`config.mk`:
```
export PLATFORM = sky130hd
export DESIGN_NAME = shift_amount_selector
export DESIGN_NICKNAME = d
export VERILOG_FILES = /design/src/rtl/shift_amount_selector.sv
export SDC_FILE = /design/constraint.sdc
export NUM_CORES = 1
export LEC_CHECK = 0
export ABC_AREA = 1
export ABC_CLOCK_PERIOD_IN_PS = 1900
export CAP_MARGIN = 20
export CORE_MARGIN = 5
export CORE_UTILIZATION = 28
export DETAILED_ROUTE_END_ITERATION = 8
export GPL_TIMING_DRIVEN = 0
export PLACE_DENSITY = 0.81
export SETUP_SLACK_MARGIN = 0.5
export SLEW_MARGIN = 20
export SYNTH_ARGS = -nofsm -noshare
export SYNTH_HDL_FRONTEND = slang
export SYNTH_SLANG_ARGS = --single-unit
```
`constraint.sdc`:
```
create_clock -name clk -period 1.9 [get_ports clk]
set_clock_uncertainty 0.05 [all_clocks]
set_input_delay 0.38 -clock clk [delete_from_list [all_inputs] [get_ports clk]]
set_output_delay 0.38 -clock clk [all_outputs]
set_load 0.01 [all_outputs]
```
`src/rtl/shift_amount_selector.sv`:
```
// Registered shifter-control decode for ARM data-processing operand 2.
// Produces the shift/rotate amount, the shift type and the RRX and shift-by-32 flags, one cycle after input.
module shift_amount_selector (
  input  logic        clk,
  input  logic        rst_n,
  input  logic        in_valid,
  input  logic        S,
  input  logic [31:0] I0,
  output logic [4:0]  Y,
  output logic [1:0]  shift_type,
  output logic        amount_32,
  output logic        rrx,
  output logic        out_valid
);

  localparam logic [1:0] SHIFT_LSL = 2'b00;
  localparam logic [1:0] SHIFT_LSR = 2'b01;
  localparam logic [1:0] SHIFT_ASR = 2'b10;
  localparam logic [1:0] SHIFT_ROR = 2'b11;

  logic [4:0] next_y;
  logic [1:0] next_type;
  logic       next_amount_32;
  logic       next_rrx;

  // Only the operand-2 shift fields matter; the rest of the word is deliberately ignored.
  logic unused_bits;
  assign unused_bits = ^{I0[31:12], I0[4:0]};

  always_comb begin
    next_y         = I0[11:7];
    next_type      = I0[6:5];
    next_amount_32 = 1'b0;
    next_rrx       = 1'b0;
    if (S) begin
      next_y    = {I0[11:8], 1'b0};
      next_type = SHIFT_ROR;
    end else if (I0[11:7] == 5'd0) begin
      // A zero immediate re-encodes LSR/ASR as shift-by-32 and ROR as RRX.
      unique case (I0[6:5])
        SHIFT_LSR, SHIFT_ASR: next_amount_32 = 1'b1;
        SHIFT_ROR:            next_rrx       = 1'b1;
        SHIFT_LSL:            next_amount_32 = 1'b0;
        default:              next_amount_32 = 1'b0;
      endcase
    end
  end

  always_ff @(posedge clk or negedge rst_n) begin
    if (!rst_n) begin
      Y          <= 5'd0;
      shift_type <= SHIFT_LSL;
      amount_32  <= 1'b0;
      rrx        <= 1'b0;
      out_valid  <= 1'b0;
    end else begin
      out_valid <= in_valid;
      if (in_valid) begin
        Y          <= next_y;
        shift_type <= next_type;
        amount_32  <= next_amount_32;
        rrx        <= next_rrx;
      end
    end
  end

endmodule

```
---- Yosys cells after proc, flatten, opt, wreduce, memory -nomap -nowiden ----
Index checks and enable logic that the tools add are counted.
storage, ports and cells
  register bits ........................... 10
  bits of input ports ..................... 36
  output and inout bits ................... 10
  logic and storage cells ................. 18
operators by class
  equal/unequal tests ..................... 3
  muxes and demuxes ....................... 8
  reduce and logical (&&, ||, !) cells .... 2
operators with widths
  kind                  number
  $mux W1               7
  $logic_not A5 Y1      1
  $eq A2 B2 Y1 const B  2
  $eq A2 B1 Y1 const B  1
  $mux W2               1
  $reduce_or A2 Y1      1

---- Longest topological paths before layout ----
  depth in word-level cells ............... 5
  mapped depth ............................ 5
  mapped depth without buffers ............ 5

---- Worst setup path before layout ----
OpenSTA, ideal clock, no wires.
  kind .................................... input to register
  start point ............................. input I0[5]
  end point ............................... register amount_32
  library setup time ...................... 0.116 ns
  arrival ................................. 0.811 ns
  data required time ...................... 1.734 ns
  path slack .............................. 0.923 ns
  stages .................................. 5
  buffers on the path ..................... 0
  cell sequence ........................... ha_1 > inv_1 > nor2_1 > nand2_1 > nand2_1
on the way
  cells in the longest elaborated chain, start to end .. 5
  elaborated cells between the ends (all ways) .. 6
  classes of those cells .................. eq/ne: 2; mux: 3; reduce/logical: 1
ends and longest elaborated chain
  item                                          RTL line  source
  from (decl)                                   8         input logic [31:0] I0,
  $eq A2 B1 Y1 or $eq A2 B2 Y1 (tied branches)  40        unique case (I0[6:5])
  $reduce_or A2 Y1 *                            40
  $mux W1 *                                     40
  $mux W1 *                                     38        end else if (I0[11:7] == 5'd0) begin
  $mux W1 *                                     35        if (S) begin
  to (signal assigned)                          61        amount_32 <= next_amount_32;
  to (decl)                                     11        output logic amount_32,
Mark *: on every way between the ends. The rest lies on a longest branch, timed or not.
A chain may end at the register's enable or synchronous reset.

---- Worst setup path in the final report ----
  start point ............................. register shift_type[0]
  end point ............................... output shift_type[0]
RTL lines
  item                    RTL line  source
  from (decl)             10        output logic [1:0] shift_type,
  from (signal assigned)  60        shift_type <= next_type;
No word-level cell between the ends.

==> run_results.csv <==
group,metric,value,unit
run_status,run_status,"complete, no violations",
sta,max_freq,739,MHz
worst_setup_path,crit_type,"flop to primary output",
pwr,report.power.total,0.000502,W
worst_setup_path,critical_path.top_delay_family,"flip-flops",
clocking,cts.clk_slew.worst_paths,0.07,ns
floorplanning,initial_utilization,28.7,%
worst_setup_path,crit_path_slowest_cell,"sky130_fd_sc_hd__dfrtp_1",
finish,layout-drive-gt1-share,11.6,%
logic_synthesis,async_flop_share,100,%
worst_setup_path,worstPathCellList,"dlygate4sd2_1",
placed_design,postPlaceCellArea,643,um2
logic_synthesis,synth.top_cell.area_share,59.2,%
clocking,postCtsSetupRepairBufs,0,
worst_setup_path,cp_data_required_time,1.47,ns
sta,tightest_slew,0.459,ns
pwr,power_per_cell_area,748,nW/um2
worst_setup_path,critical_path_arrival,0.92,ns
floorplanning,fp.dieH,48.9,um
worst_setup_path,worst-path-buf-inv,1,
floorplanning,floorplan.io_pins,46,
drt,post-route-drc-count,0,
placed_design,place.detailed.instances,81,
finish,num_antenna_cells,0,
clocking,cts_tree,"done",
sta,finalCriticalPeriod,1.35,ns
worst_hold_path,worstHoldPathType,"input port to async pin",
pwr,power.static_leakage,0.356,nW
floorplanning,fp.coreArea,1470,um2
finish,layout.cells.non_filler,85,
drt,routed_via_density,4.32,
sta,finalHoldWorstSlack,0.387,ns
sta,slew_headroom,69.3,%
sta,finalSetupTns,0,ns
global_routing,grt_max_degree,11,
logic_synthesis,yosys.cell_count.top_type,"sky130_fd_sc_hd__nand2_1",
logic_synthesis,synth_top_cells_by_count,"sky130_fd_sc_hd__nand2_1 (17), sky130_fd_sc_hd__dfrtp_1 (10), sky130_fd_sc_hd__inv_1 (5)",
sta,setup_repair_after_global_routing_missed_its_margin,"no",
global_routing,grt_pass1_wl,1650,um
sta,hold_viol_final,0,
finish,finalNetCount,107,
sta,slew_violations,0,
clocking,clock_insertion_delay_worst_skew,0.26,ns
finish,layout-area-overhead-vs-synth,58.6,%
global_routing,grt.total_usage,8.97,%
worst_setup_path,setup.worst_path.end_class,"primary output",
logic_synthesis,dominantRegCellSynth,"sky130_fd_sc_hd__dfrtp_1",
global_routing,global_route.overflow_total,0,
logic_synthesis,sequential_share_of_the_synthesized_area,59.2,%
worst_setup_path,regToRegStartpoint,"shift_type[1]$_DFFE_PN0P_",
logic_synthesis,post_synth_main_area_contributors,"sky130_fd_sc_hd__dfrtp_1 (59%), sky130_fd_sc_hd__nand2_1 (15%), sky130_fd_sc_hd__nor2_8 (4.7%), sky130_fd_sc_hd__inv_1 (4.4%), sky130_fd_sc_hd__o22a_1 (4.1%)",
global_routing,antenna_found_initial,0,
pwr,vdd_drop_max,326,uV
worst_setup_path,setup.worst_path.start_class,"flop",
global_routing,grt_pass1_vias,380,
worst_setup_path,path_depth,1,
placed_design,gp_routability_congestion,0.735,
finish,finalInstanceArea,671,um2
floorplanning,die_area,2390,um2
logic_synthesis,synth_area,423,um2
drt,route.detailed.wl_per_inst,11.3,um
worst_setup_path,slowest_delay,0.38,ns
clocking,htreeDepth,1,
logic_synthesis,synth_enable_flop_cells,0,
placed_design,place.detailed.hpwl,783,um
logic_synthesis,post_synth.cell_area_avg,9.40,um2
logic_synthesis,synth.distinct_cells,10,
drt,antenna_violating_nets_post_route,0,
logic_synthesis,yosys_top_cell_by_area,"sky130_fd_sc_hd__dfrtp_1",
drt,total_number_of_vias,367,
worst_setup_path,worstPathMaxFanout,2,
logic_synthesis,postSynthCellCount,45,
floorplanning,chipWidth,48.9,um
floorplanning,num_rows,14,
logic_synthesis,synth_fp_nets,82,
clocking,clock_tree.buffer_depth,2,
worst_setup_path,ff2ff_setup_slack,1.16,ns
clocking,cts.sinks,10,
placed_design,io_buffers,20,
logic_synthesis,synthesis.yosys.warnings,0,
clocking,tritoncts.num_buffers,3,
clocking,cts_root_buffer,"sky130_fd_sc_hd__clkbuf_4",
job,maxCapViolations,0,
sta,timing.final.crit_share,71.2,%
worst_setup_path,cells_on_worst_reg2reg_path,1,
drt,firstDrtPassIters,4,
sta,report.final.setup_viol,0,
drt,wl,959,um
drt,initialDrtViolationCount,9,
worst_setup_path,timing.rr.end,"shift_type[1]$_DFFE_PN0P_",
logic_synthesis,yosys_register_bits,10,
-- cell families (layout without fill, tap and decap cells) --
family,count (synthesis),after routing,share of synthesized area [%]
flops,10,10,59.2
simple gates,22,22,24.0
fa+ha+maj,1,1,2.96
buf+inv,7,31,6.21
compound gates,5,5,7.69
-- final cells by class --
class                      count  area (um2)
fill                         159         801
inverter                       7        26.3
tap                           16        20.0
sequential                    10         250
timing repair buffer          20         191
clock buffer                   4        36.3
multi-input combinational     28         146
-- registers in the layout, indices dropped and copies added, names as in the netlist --
| name | count |
|---|---|
| Y | 5 |
| shift_type | 2 |
| amount_32 | 1 |
| out_valid | 1 |
| rrx | 1 |
-- power breakdown --
part / total (W) / internal, W / switching [W]
registers: 0.000234 / 0.000227 / 0.00000699
logic: 0.0000806 / 0.0000424 / 0.0000383
clock network: 0.000188 / 0.000116 / 0.0000714
total: 0.000502 / 0.000385 / 0.000117
-- through the flow --
| stage | util (%) | setup slack (ns) |
|---|---|---|
| 3_5_place_dp | 43.7 | 0.418 |
| 2_1_floorplan | - | 0.923 |
| 6_report | 45.6 | 0.547 |
| 3_3_place_gp | 43.7 | 0.433 |
| 4_1_cts | 45.3 | 0.518 |
| 5_1_grt | 45.6 | 0.503 |
-- metal layers --
| metal | up-vias | global-route usage, % | routed length (um) |
|---|---|---|---|
| met5 | - | 0 | 0 |
| met4 | 0 | 4.04 | 0 |
| met3 | 0 | 5.50 | 85 |
| met2 | 13 | 14.3 | 474 |
| met1 | 167 | 9.23 | 400 |
| li1 | 187 | - | - |
-- how the worst max path moves through the flow --
stage | endpoint | startpoint
5_1_grt | shift_type[0] | shift_type[0]$_DFFE_PN0P_
3_5_place_dp | amount_32$_DFFE_PN0P_ | in_valid
4_1_cts | Y[0] | Y[0]$_DFFE_PN0P_
6_report | shift_type[0] | shift_type[0]$_DFFE_PN0P_
2_1_floorplan | amount_32$_DFFE_PN0P_ | I0[5]
3_3_place_gp | amount_32$_DFFE_PN0P_ | I0[5]
-- cell usage in the layout, fill, tap and decap left out --
cell,netlist,final
sky130_fd_sc_hd__dfrtp_1,10,10
sky130_fd_sc_hd__inv_2,2,2
sky130_fd_sc_hd__nor2_1,3,3
sky130_fd_sc_hd__clkbuf_4,0,3
sky130_fd_sc_hd__o22a_1,2,2
sky130_fd_sc_hd__clkdlybuf4s50_1,0,10
sky130_fd_sc_hd__clkdlybuf4s15_1,0,3
sky130_fd_sc_hd__dlygate4sd2_1,0,7
sky130_fd_sc_hd__o21ai_1,3,3
sky130_fd_sc_hd__ha_1,1,1
sky130_fd_sc_hd__nand2_2,1,1
sky130_fd_sc_hd__inv_1,5,5
sky130_fd_sc_hd__nand2_1,17,17
sky130_fd_sc_hd__clkbuf_8,0,1
sky130_fd_sc_hd__nor2_8,1,1
-- what timing repair did --
action                     4_1_cts  5_1_grt
setup endpoints to repair       10        3
pin swaps                        0        0
resized for setup               10        3
hold buffers                     0        0
Note: power is estimated with default switching activity, not from simulation.
